--- src/rtl/coeff_load_sequencer.sv ---
// coeff_load_sequencer: clear then NUM_COEFF load/wait handshakes with settle window, restart and status pulses
module coeff_load_sequencer #(
  parameter int NUM_COEFF   = 4,
  parameter int IDX_W       = $clog2(NUM_COEFF),
  parameter int WAIT_SETTLE = 1
) (
  input  logic             clk,
  input  logic             n_rst,
  input  logic             new_coefficient_set,
  input  logic             modwait,
  output logic             load_coeff,
  output logic [IDX_W-1:0] coefficient_num,
  output logic             clear_coeff,
  output logic             busy,
  output logic             load_done,
  output logic             load_abort
);
  localparam int CW = $clog2(WAIT_SETTLE + 2);
  localparam logic [IDX_W-1:0] LAST = IDX_W'(NUM_COEFF - 1);
  localparam logic [CW-1:0] SETTLE = CW'(WAIT_SETTLE);
  typedef enum logic [2:0] {IDLE, CLEAR, LOAD, WAIT, DONE} state_t;
  state_t state, nxt;
  logic [IDX_W-1:0] idx, nidx;
  logic [CW-1:0] cnt, ncnt;
  logic go;
  assign load_abort = (state == LOAD || state == WAIT) && new_coefficient_set;
  assign go = cnt >= SETTLE && !modwait;
  always_comb begin
    nxt = IDLE;
    nidx = idx;
    ncnt = cnt;
    case (state)
      IDLE:  nxt = new_coefficient_set ? CLEAR : IDLE;
      CLEAR: begin
        nxt = LOAD;
        nidx = '0;
      end
      LOAD:  begin
        nxt = WAIT;
        ncnt = '0;
      end
      WAIT:  begin
        nxt = !go ? WAIT : idx == LAST ? DONE : LOAD;
        nidx = go && idx != LAST ? idx + 1'b1 : idx;
        ncnt = cnt < SETTLE ? cnt + 1'b1 : cnt;
      end
      DONE:  nxt = new_coefficient_set ? CLEAR : IDLE;
      default: begin
        nxt = IDLE;
        nidx = '0;
        ncnt = '0;
      end
    endcase
    if (load_abort) begin
      nxt = CLEAR;
      nidx = '0;
      ncnt = '0;
    end
  end
  always_ff @(posedge clk) begin
    if (!n_rst) begin
      state <= IDLE;
      idx <= '0;
      cnt <= '0;
      load_coeff <= 1'b0;
      clear_coeff <= 1'b0;
      busy <= 1'b0;
      load_done <= 1'b0;
      coefficient_num <= '0;
    end else begin
      state <= nxt;
      idx <= nidx;
      cnt <= ncnt;
      load_coeff <= nxt == LOAD;
      clear_coeff <= nxt == CLEAR;
      busy <= nxt != IDLE;
      load_done <= nxt == DONE;
      coefficient_num <= (nxt == LOAD || nxt == WAIT) ? nidx : '0;
    end
  end
endmodule

--- config.mk ---
export PLATFORM = sky130hd
export DESIGN_NAME = coeff_load_sequencer
export DESIGN_NICKNAME = d
export VERILOG_FILES = /design/src/rtl/coeff_load_sequencer.sv
export SDC_FILE = /design/constraint.sdc
export NUM_CORES = 1
export LEC_CHECK = 0
export ABC_AREA = 1
export CAP_MARGIN = 20
export CELL_PAD_IN_SITES_DETAIL_PLACEMENT = 2
export CELL_PAD_IN_SITES_GLOBAL_PLACEMENT = 2
export CORE_ASPECT_RATIO = 0.7
export CORE_UTILIZATION = 27
export CTS_CLUSTER_SIZE = 30
export DETAILED_ROUTE_END_ITERATION = 16
export GPL_TIMING_DRIVEN = 0
export PLACE_DENSITY = 0.74
export SLEW_MARGIN = 20
export SYNTH_ARGS = -nofsm -noshare
export SYNTH_HDL_FRONTEND = slang
export SYNTH_SLANG_ARGS = --single-unit
--- constraint.sdc ---
create_clock -name clk -period 1.7 [get_ports clk]
set_clock_uncertainty 0.05 [all_clocks]
set_input_delay 0.17 -clock clk [delete_from_list [all_inputs] [get_ports clk]]
set_output_delay 0.17 -clock clk [all_outputs]
set_load 0.005 [all_outputs]
Word level (Yosys, flattened, before mapping)
Cells that the tools add are included.
{"block": "classes", "n_addsub": 2, "magnitude_cmp": 2, "eq_ne": 11, "n_mux": 10, "bitwise": 2, "reduce_logical": 14}
{"op": "$eq A3 B2 Y1 const B", "n": 4}
{"op": "$pmux W3 S4", "n": 1}
{"op": "$mux W3", "n": 3}
{"op": "$pmux W2 S2", "n": 2}
{"op": "$eq A3 B1 Y1 const B", "n": 2}
{"op": "$eq A3 B3 Y1 const B", "n": 2}
{"op": "$mux W2", "n": 3}
{"op": "$reduce_or A3 Y1", "n": 2}
{"op": "$add A2 B1 Y2 const B", "n": 2}
{"op": "$reduce_and A2 Y1", "n": 2}
{"op": "$reduce_or A2 Y1", "n": 2}
{"op": "$logic_and A1 B1 Y1", "n": 3}
{"op": "$logic_not A3 Y1", "n": 1}
{"op": "$reduce_bool A3 Y1", "n": 1}
{"op": "$eq A2 B2 Y1 const B", "n": 1}
{"op": "$ge A2 B1 Y1 const B", "n": 1}
{"op": "$logic_or A1 B1 Y1", "n": 2}
{"op": "$lt A2 B1 Y1 const B", "n": 1}
{"op": "$ne A2 B1 Y1 const B", "n": 1}
{"op": "$ne A2 B2 Y1 const B", "n": 1}
{"op": "$not A1 Y1", "n": 2}
{"op": "$logic_not A1 Y1", "n": 1}
{"op": "$mux W1", "n": 1}
{"block": "word_totals", "register_bits": 13, "out_inout_bits": 7, "word_cells": 49}

Longest topological paths before layout
Gate-level depths: netlist of the first run.
{"block": "depth", "ltp_word": 8, "depth_mapped": 9, "depth_no_buf": 9}

Worst setup path after synthesis of the first run
Ideal clock, no wire load.
{"block": "synth_timing", "kind": "register -> register", "start": "reg cnt[0]", "end": "reg busy", "setup_ns": 0.112, "t_arrival_ns": 1.080, "t_required_ns": 1.538, "slack_ns": 0.457, "path_stages_with_launch": 9, "path_buffers": 0, "synth_period_minus_slack_ns": 1.243, "cell_sequence": "dfxtp_1 -> inv_1 -> ha_1 -> nor2_1 -> nand4_1 -> nand3_2 -> nand2_1 -> inv_1 -> nand2_1"}
{"block": "synth_between", "elab_chain_cells": 6}
{"item": "start: declaration", "line_no": "24", "text": "logic [CW-1:0] cnt, ncnt;"}
{"item": "start signal: assignment", "line_no": "73", "text": "cnt <= ncnt;"}
{"item": "$ge A2 B1 Y1", "line_no": "27", "text": "assign go = cnt >= SETTLE && !modwait;"}
{"item": "$logic_and A1 B1 Y1", "line_no": "27"}
{"item": "$mux W3", "line_no": "43", "text": "nxt = !go ? WAIT : idx == LAST ? DONE : LOAD;"}
{"item": "$pmux W3 S4", "line_no": "32", "text": "case (state)"}
{"item": "$mux W3", "line_no": "54", "text": "if (load_abort) begin"}
{"item": "$reduce_bool A3 Y1", "line_no": "76", "text": "busy <= nxt != IDLE;"}
{"item": "end signal: assignment", "line_no": "67", "text": "busy <= 1'b0;"}
{"item": "end signal: assignment", "line_no": "76"}
{"item": "end: declaration", "line_no": "14", "text": "output logic busy,"}
Every way passes these cells.
A chain may end at the register's enable or synchronous reset.

Final worst setup path of the first run
Ends and elaborated chain as after synthesis.

==> results of run 1 <==
cell type report:
| class | count | share of cell area |
|---|---|---|
| timing repair buffer | 14 | 0.160 |
| inverter | 21 | 0.0936 |
| sequential | 13 | 0.309 |
| tap | 32 | 0.0475 |
| clock inverter | 1 | 0.00594 |
| buffer | 1 | 0.0134 |
| clock buffer | 3 | 0.0267 |
| multi-input combinational | 54 | 0.343 |
stage by stage:
stage	std cells	hold slack, ps
floorplan	89	232
global placement	131	441
detailed placement	131	462
CTS	136	476
global route	139	372
finish	139	353
state kept, by name, indices dropped and copies added (netlist names):
signal	count
busy	1
clear_coeff	1
cnt	2
coefficient_num	2
idx	2
load_coeff	1
load_done	1
state	3
cells in the final DEF (no fill, tap or decap):
cell type / n
o21ai_2: 1
o211ai_1: 1
clkdlybuf4s50_1: 8
clkbuf_4: 3
nand4_1: 2
buf_4: 4
nand2_2: 1
a21oi_2: 1
buf_6: 1
a21oi_1: 2
nand3_2: 1
nand3_1: 5
nand2_1: 20
ha_1: 2
o21bai_1: 1
dlymetal6s2s_1: 2
nor2_4: 1
inv_1: 19
o21ai_0: 3
inv_2: 2
nand3b_1: 1
clkinv_2: 1
dfxtp_1: 13
nor2_1: 11
nand3_4: 1
worst max path at each step:
stage	to	slack, ps	cells after the start
after floorplan	busy$_SDFF_PN0_	460	8
after global placement	load_abort	5	4
after detailed placement	load_abort	-10	4
after CTS	load_abort	30	4
after global routing	busy$_SDFF_PN0_	30	8
final	busy$_SDFF_PN0_	200	8
logic make-up after synthesis:
group                      synth area share
buffers and inverters                 0.143
DFF                                   0.412
and+or+nand+nor                       0.315
AOI/OAI and AO/OA                    0.0911
adders and majority gates            0.0396
layer usage:
metal  global-route usage  vias to the layer above
met1                0.223                      296
met5                    0                        -
met2                0.289                       11
li1                     -                      307
met3               0.0185                        4
met4               0.0977                        0
critical path, cell delays in order, from the launching register on:
cell and delay, ps:
dfxtp_1 340, inv_1 60, ha_1 240, nor2_1 200
nand4_1 210, nand3_2 150, nand2_1 60, inv_1 60
nand2_1 40
repair_timing:
action,CTS,global route
buffers inserted,1,3
setup endpoints to repair,1,1
gates resized for setup,2,2
report_power, final:
part           internal [W]  leakage, nW  switching (W)  total [W]
clock             0.0000874       0.0177       0.000114   0.000202
combinational     0.0000699        0.310      0.0000859   0.000156
sequential         0.000323        0.106      0.0000106   0.000333
==> metrics.txt, run 1 <==
run status=complete, no violations; DP Worst Slack=-10.8 ps; worst r2r path cells=8; Worst Hold Class=input port to flip-flop; number of synthesized flops with an enable pin=0; final core utilization=0.388; Placer Congestion=roughly 0.73; Yosys reg bits=13; Cell Pwr Density=821 nW/um2; worst hold start=new_coefficient_set; CTS Buf Count=3; Rows=14; DRT Pass-1 Iters=4; Synth cell types=19; Final Setup Violations=0; fin crit share=0.880; r2r startpoint=cnt[0]$_SDFFE_PP0P_; post-synthesis area per instance=7.10 um2; critical path class=flip-flop to flip-flop; initial antenna violation count=0; worst-path fanout max=4; WL met3=48 um; Max Used Layer=met4; Via-to-Cell Ratio=4.45; # DRC=0; DR vias=618; YS warnings=0; clk_lat worst skew=280 ps; FF+latch area=260 um2; Leak Pwr=about 0.43 nW; Synth area leader=dfxtp_1; die width=59.8 um; metal2 WL=approximately 900 um; Area contributors post-synth=dfxtp_1, inv_1, nand2_1; final net count=114; unrepaired setup endpoints after global routing=false; final hold vios=0; die area=2540 um2; Worst VDD drop=0.393 mV; clock sink total=13; worst-margin pin slew=around 270 ps; Slew Limit Fails=0; crit path launch=cnt[0]$_SDFFE_PP0P_; Worst R2R Setup Slack=200 ps; worst reg2reg endpoint=busy$_SDFF_PN0_; Max Freq=0.668 GHz; Syn-to-layout area delta=33.3%; M1 WL=~930 um; Post-synth ARST share=0; Final min period=1500 ps; WHS Endpoint=cnt[1]$_SDFFE_PP0P_; Remaining Overflow, GRT=0; Synth Net Count=95; top-area cell type share of the netlist area=0.412; clk slew on worst S/H paths=80 ps; drt total wl=1.90 mm; Initial Util=0.291; Top Ports=11; Data arrival, critical path=about 1600 ps; CORE AREA=2170 um2; setup ws final=203 ps; Top FF cell, synth=dfxtp_1; hold buffers post-CTS=0; vias in the first global route=approximately 700; Design Power=0.000691 W; largest net degree at the start of global routing=11; design area=842 um2; FILL cells=278; Multi-input gate area=289 um2; Die Y-Extent=42.5 um; Crit. End Element=flip-flop; share of cells above drive strength 1=0.159; setup TNS=0 ps; root buf cell=clkbuf_4; placed cell area=around 770 um2; Mapped Area=632 um2; ANT cells=0; CTS tree=yes; # Max-Cap Violations=0; CTS max path bufs=2; Crit path required time=1830 ps; sequential area share after synthesis=0.412; Post-synth top cells=inv_1, nand2_1, dfxtp_1; WL per Instance=about 14 um; ANT nets after route=0; Startpoint Class=flip-flop; Clock H-tree levels=1; HPWL after DPL=1.46 mm; hold path depth=4; first-pass GRT wire length=between 3 and 4 mm; Total GRT Usage=0.176; Port Buffers=10; Synth Instances=89; Max-slew headroom=0.817; Iteration-0 DRC Markers=9
No activity file was read; power rests on OpenSTA's default activity.
==> run 2, diff against run 1 <==
ABC_AREA = default   (was 1)
CORE_UTILIZATION = 29   (was 27)
GPL_ROUTABILITY_DRIVEN = 0   (was default)
==> run 2 against run 1 <==
Sequential power is 4% lower. Area after synthesis is 8.9% lower. Clock power is 4% lower. Register-to-register slack worse by 150 ps. Sequential share of layout area is 3.6 points higher. Power is 15% lower. Core utilization is 2.5 points higher. Maximum frequency is 9.0% lower. Critical path depth is 3 lower. Largest cell class unchanged. Synthesized cell count is 30% lower.
==> metrics.txt, run 2 <==
Max-slew headroom=0.694 (was 0.817); number of synthesized flops with an enable pin=0 (unchanged); sequential area share after synthesis=0.452 (was 0.412); # DRC=0 (unchanged); clock sink total=13 (unchanged); Clock H-tree levels=1 (unchanged); share of cells above drive strength 1=0.156 (was 0.159); final hold vios=0 (unchanged); worst-margin pin slew=446 ps (was 274 ps); CTS max path bufs=2 (unchanged); clk slew on worst S/H paths=80 ps (about the same); Total GRT Usage=0.159 (was 0.176); Max Freq=0.608 GHz (was 0.668 GHz); fin crit share=0.967 (was 0.880); Syn-to-layout area delta=32.8% (was 33.3%); die width=55.2 um (was 59.8 um); Worst Hold Margin=371 ps (was 353 ps); Final Setup Violations=0 (unchanged); most common cell in the netlist=dfxtp_1; Cell Pwr Density=770 nW/um2 (was 821 nW/um2); Synth Net Count=68 (was 95); WL per Instance=15.3 um (was 13.7 um); Area contributors post-synth=dfxtp_1, a21oi_1, ha_1 (was dfxtp_1, inv_1, nand2_1); initial antenna violation count=0 (unchanged); Worst Hold Class=input port to flip-flop (unchanged); CTS tree=yes (unchanged); Top Ports=11 (unchanged); Synth Instances=62 (was 89); DR vias=530 (was 618); vias in the first global route=518 (was 695); largest net degree at the start of global routing=11 (unchanged); first-pass GRT wire length=2.48 mm (was 3.18 mm); Port Buffers=10 (unchanged); Remaining Overflow, GRT=0 (unchanged); top-area cell type share of the netlist area=0.452 (was 0.412); Slew Limit Fails=0 (unchanged); FILL cells=210 (was 278); Mapped Area=576 um2 (was 632 um2); Crit. End Element=flip-flop (unchanged); placed cell area=703 um2 (was 772 um2); HPWL after DPL=1.12 mm (was 1.46 mm); root buf cell=clkbuf_4 (unchanged); most flop-heavy register=state (unchanged); Crit path required time=1840 ps (was 1830 ps); placed cell count=94 (was 131); CTS Buf Count=3 (unchanged); Post-synth top cells=dfxtp_1, a21oi_1, inv_1 (was inv_1, nand2_1, dfxtp_1); # Max-Cap Violations=0 (unchanged); Post-synth ARST share=0 (unchanged); final std cells w/o fill=99 (was 139); ANT cells=0 (unchanged); Synth cell types=25 (was 19); drt total wl=1.51 mm (was 1.90 mm); Final min period=1640 ps (was 1500 ps); Startpoint Class=flip-flop (unchanged); clk_lat worst skew=280 ps (about the same); Initial Util=0.310 (was 0.291); Data arrival, critical path=1780 ps (was 1630 ps); Worst R2R Setup Slack=60 ps (was 200 ps); Die Y-Extent=39.3 um (was 42.5 um); Top FF cell, synth=dfxtp_1 (unchanged); Via-to-Cell Ratio=5.35 (was 4.45); post-synthesis area per instance=9.28 um2 (was 7.10 um2); Worst VDD drop=0.396 mV (was 0.393 mV); worst-path fanout max=6 (was 4); critical path class=flip-flop to flip-flop (unchanged); die area=2170 um2 (was 2540 um2); setup TNS=0 ps (unchanged); unrepaired setup endpoints after global routing=false (unchanged); Synth area leader=dfxtp_1 (unchanged); Largest register FFs=3 (unchanged); YS warnings=0 (unchanged); run status=complete, no violations (unchanged); CORE AREA=1850 um2 (was 2170 um2); most common cell after layout, fill and taps aside=dfxtp_1 (was nand2_1); DRT Pass-1 Iters=4 (unchanged); hold buffers post-CTS=0 (unchanged); Leak Pwr=0.283 nW (was 0.434 nW); final net count=84 (was 114); commonest cells after routing, fill and taps aside=dfxtp_1, clkdlybuf4s50_1, a21oi_1 (was nand2_1, inv_1, dfxtp_1, nor2_1, clkdlybuf4s50_1); design area=764 um2 (was 842 um2); Iteration-0 DRC Markers=11 (was 9); ANT nets after route=0 (unchanged); Rows=13 (was 14); Yosys reg bits=13 (unchanged)
==> run 2: kinds of logic (layout without fill, tap and decap cells) <==
logic type / Yosys count / after routing / synth area share
buf+inv: 6 / 21 / 0.0391
mux: 1 / 1 / 0.0174
fa+ha+maj: 2 / 2 / 0.0435
compound gates: 17 / 17 / 0.204
simple gates: 23 / 23 / 0.244
flops: 13 / 13 / 0.452
==> run 2: area by class of cell <==
type | count | area [um2] | share of cell area
Inverter | 4 | 15.0 | 0.0196
Clock buffer | 4 | 26.3 | 0.0344
Tap cell | 22 | 27.5 | 0.0360
Multi-Input combinational cell | 43 | 305 | 0.399
Buffer | 2 | 17.5 | 0.0229
Sequential cell | 13 | 264 | 0.345
Timing Repair Buffer | 11 | 109 | 0.142
==> run 2: what timing repair did <==
item | CTS | global route
endpoints found under the hold margin | 0 | 0
setup endpoints to repair | 2 | 2
setup buffers | 1 | 0
resized for setup | 8 | 3
pin swaps | 2 | 3
==> run 2: routing by layer <==
metal / wire length [um] / track usage / share of wire
met1: 778 / 0.208 / 0.52
met2: 633 / 0.229 / 0.42
met3: 73 / 0.0660 / 0.048
met4: 25 / 0.0750 / 0.017
met5: 0 / 0 / 0
==> run 2: where the power goes <==
group / switching, W / internal [W]
Sequential: 0.00000506 / 0.000314
Combinational: 0.0000394 / 0.0000367
Clock: 0.000103 / 0.0000912
Total: 0.000148 / 0.000442
==> run 2: path summary, 6_finish.rpt <==
kind	endpoint	start	cells past startpoint
worst max-delay path	load_coeff$_SDFF_PN0_	cnt[0]$_SDFFE_PP0P_	5
worst min-delay path	state[2]$_SDFF_PN0_	new_coefficient_set	2
worst min register to register	cnt[1]$_SDFFE_PP0P_	cnt[1]$_SDFFE_PP0P_	2
worst max register to register	load_coeff$_SDFF_PN0_	cnt[0]$_SDFFE_PP0P_	5
==> run 2: worst max-delay path: stages (launching register included) <==
cell and delay, ps:
dfxtp_2 350, inv_2 50, ha_4 170, or3b_4 430
a21o_1 220, a2111oi_2 280
==> run 2: per-stage QoR <==
| stage | util | setup WS, ps | total power [W] |
|---|---|---|---|
| 6_report | 0.412 | 56.2 | 0.000589 |
| 5_1_grt | 0.412 | 5.99 | 0.000616 |
| 4_1_cts | 0.410 | 0.664 | 0.000599 |
| 3_5_place_dp | 0.379 | -111 | 0.000395 |
| 3_3_place_gp | 0.379 | -81.7 | 0.000393 |
| 2_1_floorplan | - | 25.0 | 0.000362 |
==> run 3, diff against run 2 <==
CELL_PAD_IN_SITES_DETAIL_PLACEMENT = 1   (was 2)
CELL_PAD_IN_SITES_GLOBAL_PLACEMENT = 1   (was 2)
CORE_ASPECT_RATIO = default   (was 0.7)
CORE_UTILIZATION = 36   (was 29)
GPL_TIMING_DRIVEN = default   (was 0)
==> run 3 against run 2 <==
Largest cell class unchanged. Critical endpoint unchanged. Highest routed layer unchanged. Critical path depth unchanged. Sequential share of layout area down 0.40 points. Sequential power barely moved.
==> metrics.txt, run 3 (synthesis results as in run 2) <==
Remaining Overflow, GRT=0 (unchanged); Port Buffers=10 (unchanged); # DRC=0 (unchanged); most flop-heavy register=state (unchanged); first-pass GRT wire length=2.33 mm (was 2.48 mm); design area=781 um2 (was 764 um2); DP Worst Slack=-18.8 ps (was -111 ps); Die Y-Extent=42.0 um (was 39.3 um); Cell Chain, Critical Path=inv_1 > ha_1 > or3b_4 > a21o_1 > a2111oi_2 (was inv_2 > ha_4 > or3b_4 > a21o_1 > a2111oi_2); Iteration-0 DRC Markers=15 (was 11); share of cells above drive strength 1=0.225 (was 0.156); # Max-Cap Violations=0 (unchanged); Slew Limit Fails=0 (unchanged); Leak Pwr=0.283 nW (about the same); vias in the first global route=523 (was 518); Syn-to-layout area delta=35.7% (was 32.8%); DR vias=543 (was 530); Startpoint Class=flip-flop (unchanged); HPWL after DPL=1.10 mm (was 1.12 mm); clk slew on worst S/H paths=80 ps (about the same); DRT Pass-1 Iters=4 (unchanged); FILL cells=180 (was 210); Rows=14 (was 13); Worst Hold Class=flip-flop to flip-flop (was input port to flip-flop); Crit. End Element=flip-flop (unchanged); worst-path fanout max=5 (was 6); die area=1760 um2 (was 2170 um2); Slowest Stage Delay on Critical Path=430 ps (about the same); CTS Buf Count=3 (unchanged); Worst VDD drop=0.448 mV (was 0.396 mV); clk_lat worst skew=280 ps (about the same); CTS tree=yes (unchanged); Crit-path slowest cell=or3b_4 (unchanged); CORE AREA=1510 um2 (was 1850 um2); Top Ports=11 (unchanged); placed cell area=733 um2 (was 703 um2); Clock H-tree levels=1 (unchanged); final core utilization=0.518 (was 0.412); WL per Instance=14.5 um (was 15.3 um); final net count=87 (was 84); Max-slew headroom=0.667 (was 0.694); ANT nets after route=0 (unchanged); Cell Pwr Density=756 nW/um2 (was 770 nW/um2); setup ws final=96.4 ps (was 56.2 ps); fin crit share=0.943 (was 0.967); ANT cells=0 (unchanged); root buf cell=clkbuf_4 (unchanged); Max Freq=0.624 GHz (was 0.608 GHz); run status=complete, no violations (unchanged); clock sink total=13 (unchanged); Largest register FFs=3 (unchanged); initial antenna violation count=0 (unchanged); largest net degree at the start of global routing=14 (was 11); die width=42.0 um (was 55.2 um); Final min period=1600 ps (was 1640 ps); Final Setup Violations=0 (unchanged); Data arrival, critical path=1740 ps (was 1780 ps); Via-to-Cell Ratio=5.66 (was 5.35); Design Power=0.000590 W (was 0.000589 W); Initial Util=0.382 (was 0.310); unrepaired setup endpoints after global routing=false (unchanged); Crit path required time=1840 ps (about the same); CTS max path bufs=2 (unchanged); Total GRT Usage=0.181 (was 0.159); critical path class=flip-flop to flip-flop (unchanged); final hold vios=0 (unchanged); commonest cells after routing, fill and taps aside=dfxtp_1, clkdlybuf4s50_1, a21oi_1, buf_4, inv_1 (was dfxtp_1, clkdlybuf4s50_1, a21oi_1); worst-margin pin slew=486 ps (was 446 ps); drt total wl=1.39 mm (was 1.51 mm)
run 3: changes by cell type in the layout (fill, tap and decap cells not counted), moves of 2 or more:
cell | previous run | this run
clkdlybuf4s50_1 | 8 | 10
nand3_2 | 0 | 2
buf_4 | 1 | 6
clkbuf_1 | 2 | 0
nand3_1 | 2 | 0
run 3: final timing paths:
check,to,slack (ps),depth (start not counted),startpoint
hold reg to reg,cnt[1]$_SDFFE_PP0P_,450,2,cnt[1]$_SDFFE_PP0P_
setup / recovery,load_coeff$_SDFF_PN0_,100,5,cnt[0]$_SDFFE_PP0P_
hold / removal,cnt[1]$_SDFFE_PP0P_,450,2,cnt[1]$_SDFFE_PP0P_
setup reg to reg,load_coeff$_SDFF_PN0_,100,5,cnt[0]$_SDFFE_PP0P_
run 3: power by group:
part | internal [W] | total, W | switching, W
registers | 0.000313 | 0.000321 | 0.00000786
logic | 0.0000406 | 0.0000774 | 0.0000369
clock network | 0.0000874 | 0.000192 | 0.000105
total | 0.000441 | 0.000590 | 0.000149
run 3: cell type report:
class | count | area [um2] | area share
tap | 16 | 20.0 | 0.0256
sequential | 13 | 267 | 0.341
timing repair buffer | 16 | 145 | 0.186
multi-input combinational | 43 | 307 | 0.393
clock inverter | 1 | 5.00 | 0.00641
inverter | 4 | 15.0 | 0.0192
clock buffer | 3 | 22.5 | 0.0288
run 3: routing by layer:
metal,vias up,global-route usage,part of all wire
li1,268,-,-
met1,260,0.220,0.44
met2,11,0.278,0.49
met3,4,0.0776,0.045
met4,0,0.0774,0.017
met5,-,0,0
run 3: per-stage QoR:
stage               instances  hold WS, ps  TNS (ps)
global placement           92          424         0
detailed placement         92          439     -18.8
floorplan                  62          234         0
global route               96          480         0
finish                     96          446         0
CTS                        96          450         0
run 3: worst max-delay path, delay by kind of cell (launching register included):
kind,cells,cell delay [ps]
adder cells (fa/ha/maj),1,200
flip-flops,1,330
AO/OA/AOI/OAI,2,460
buffers and inverters,1,50
AND/OR/NAND/NOR,1,430
run 3: repair_timing:
item / in CTS / in global routing
buffers inserted: 0 / 0
endpoints found under the setup margin: 2 / 6
resized for setup: 2 / 5
pin swaps: 1 / 3
hold buffers: 0 / 0
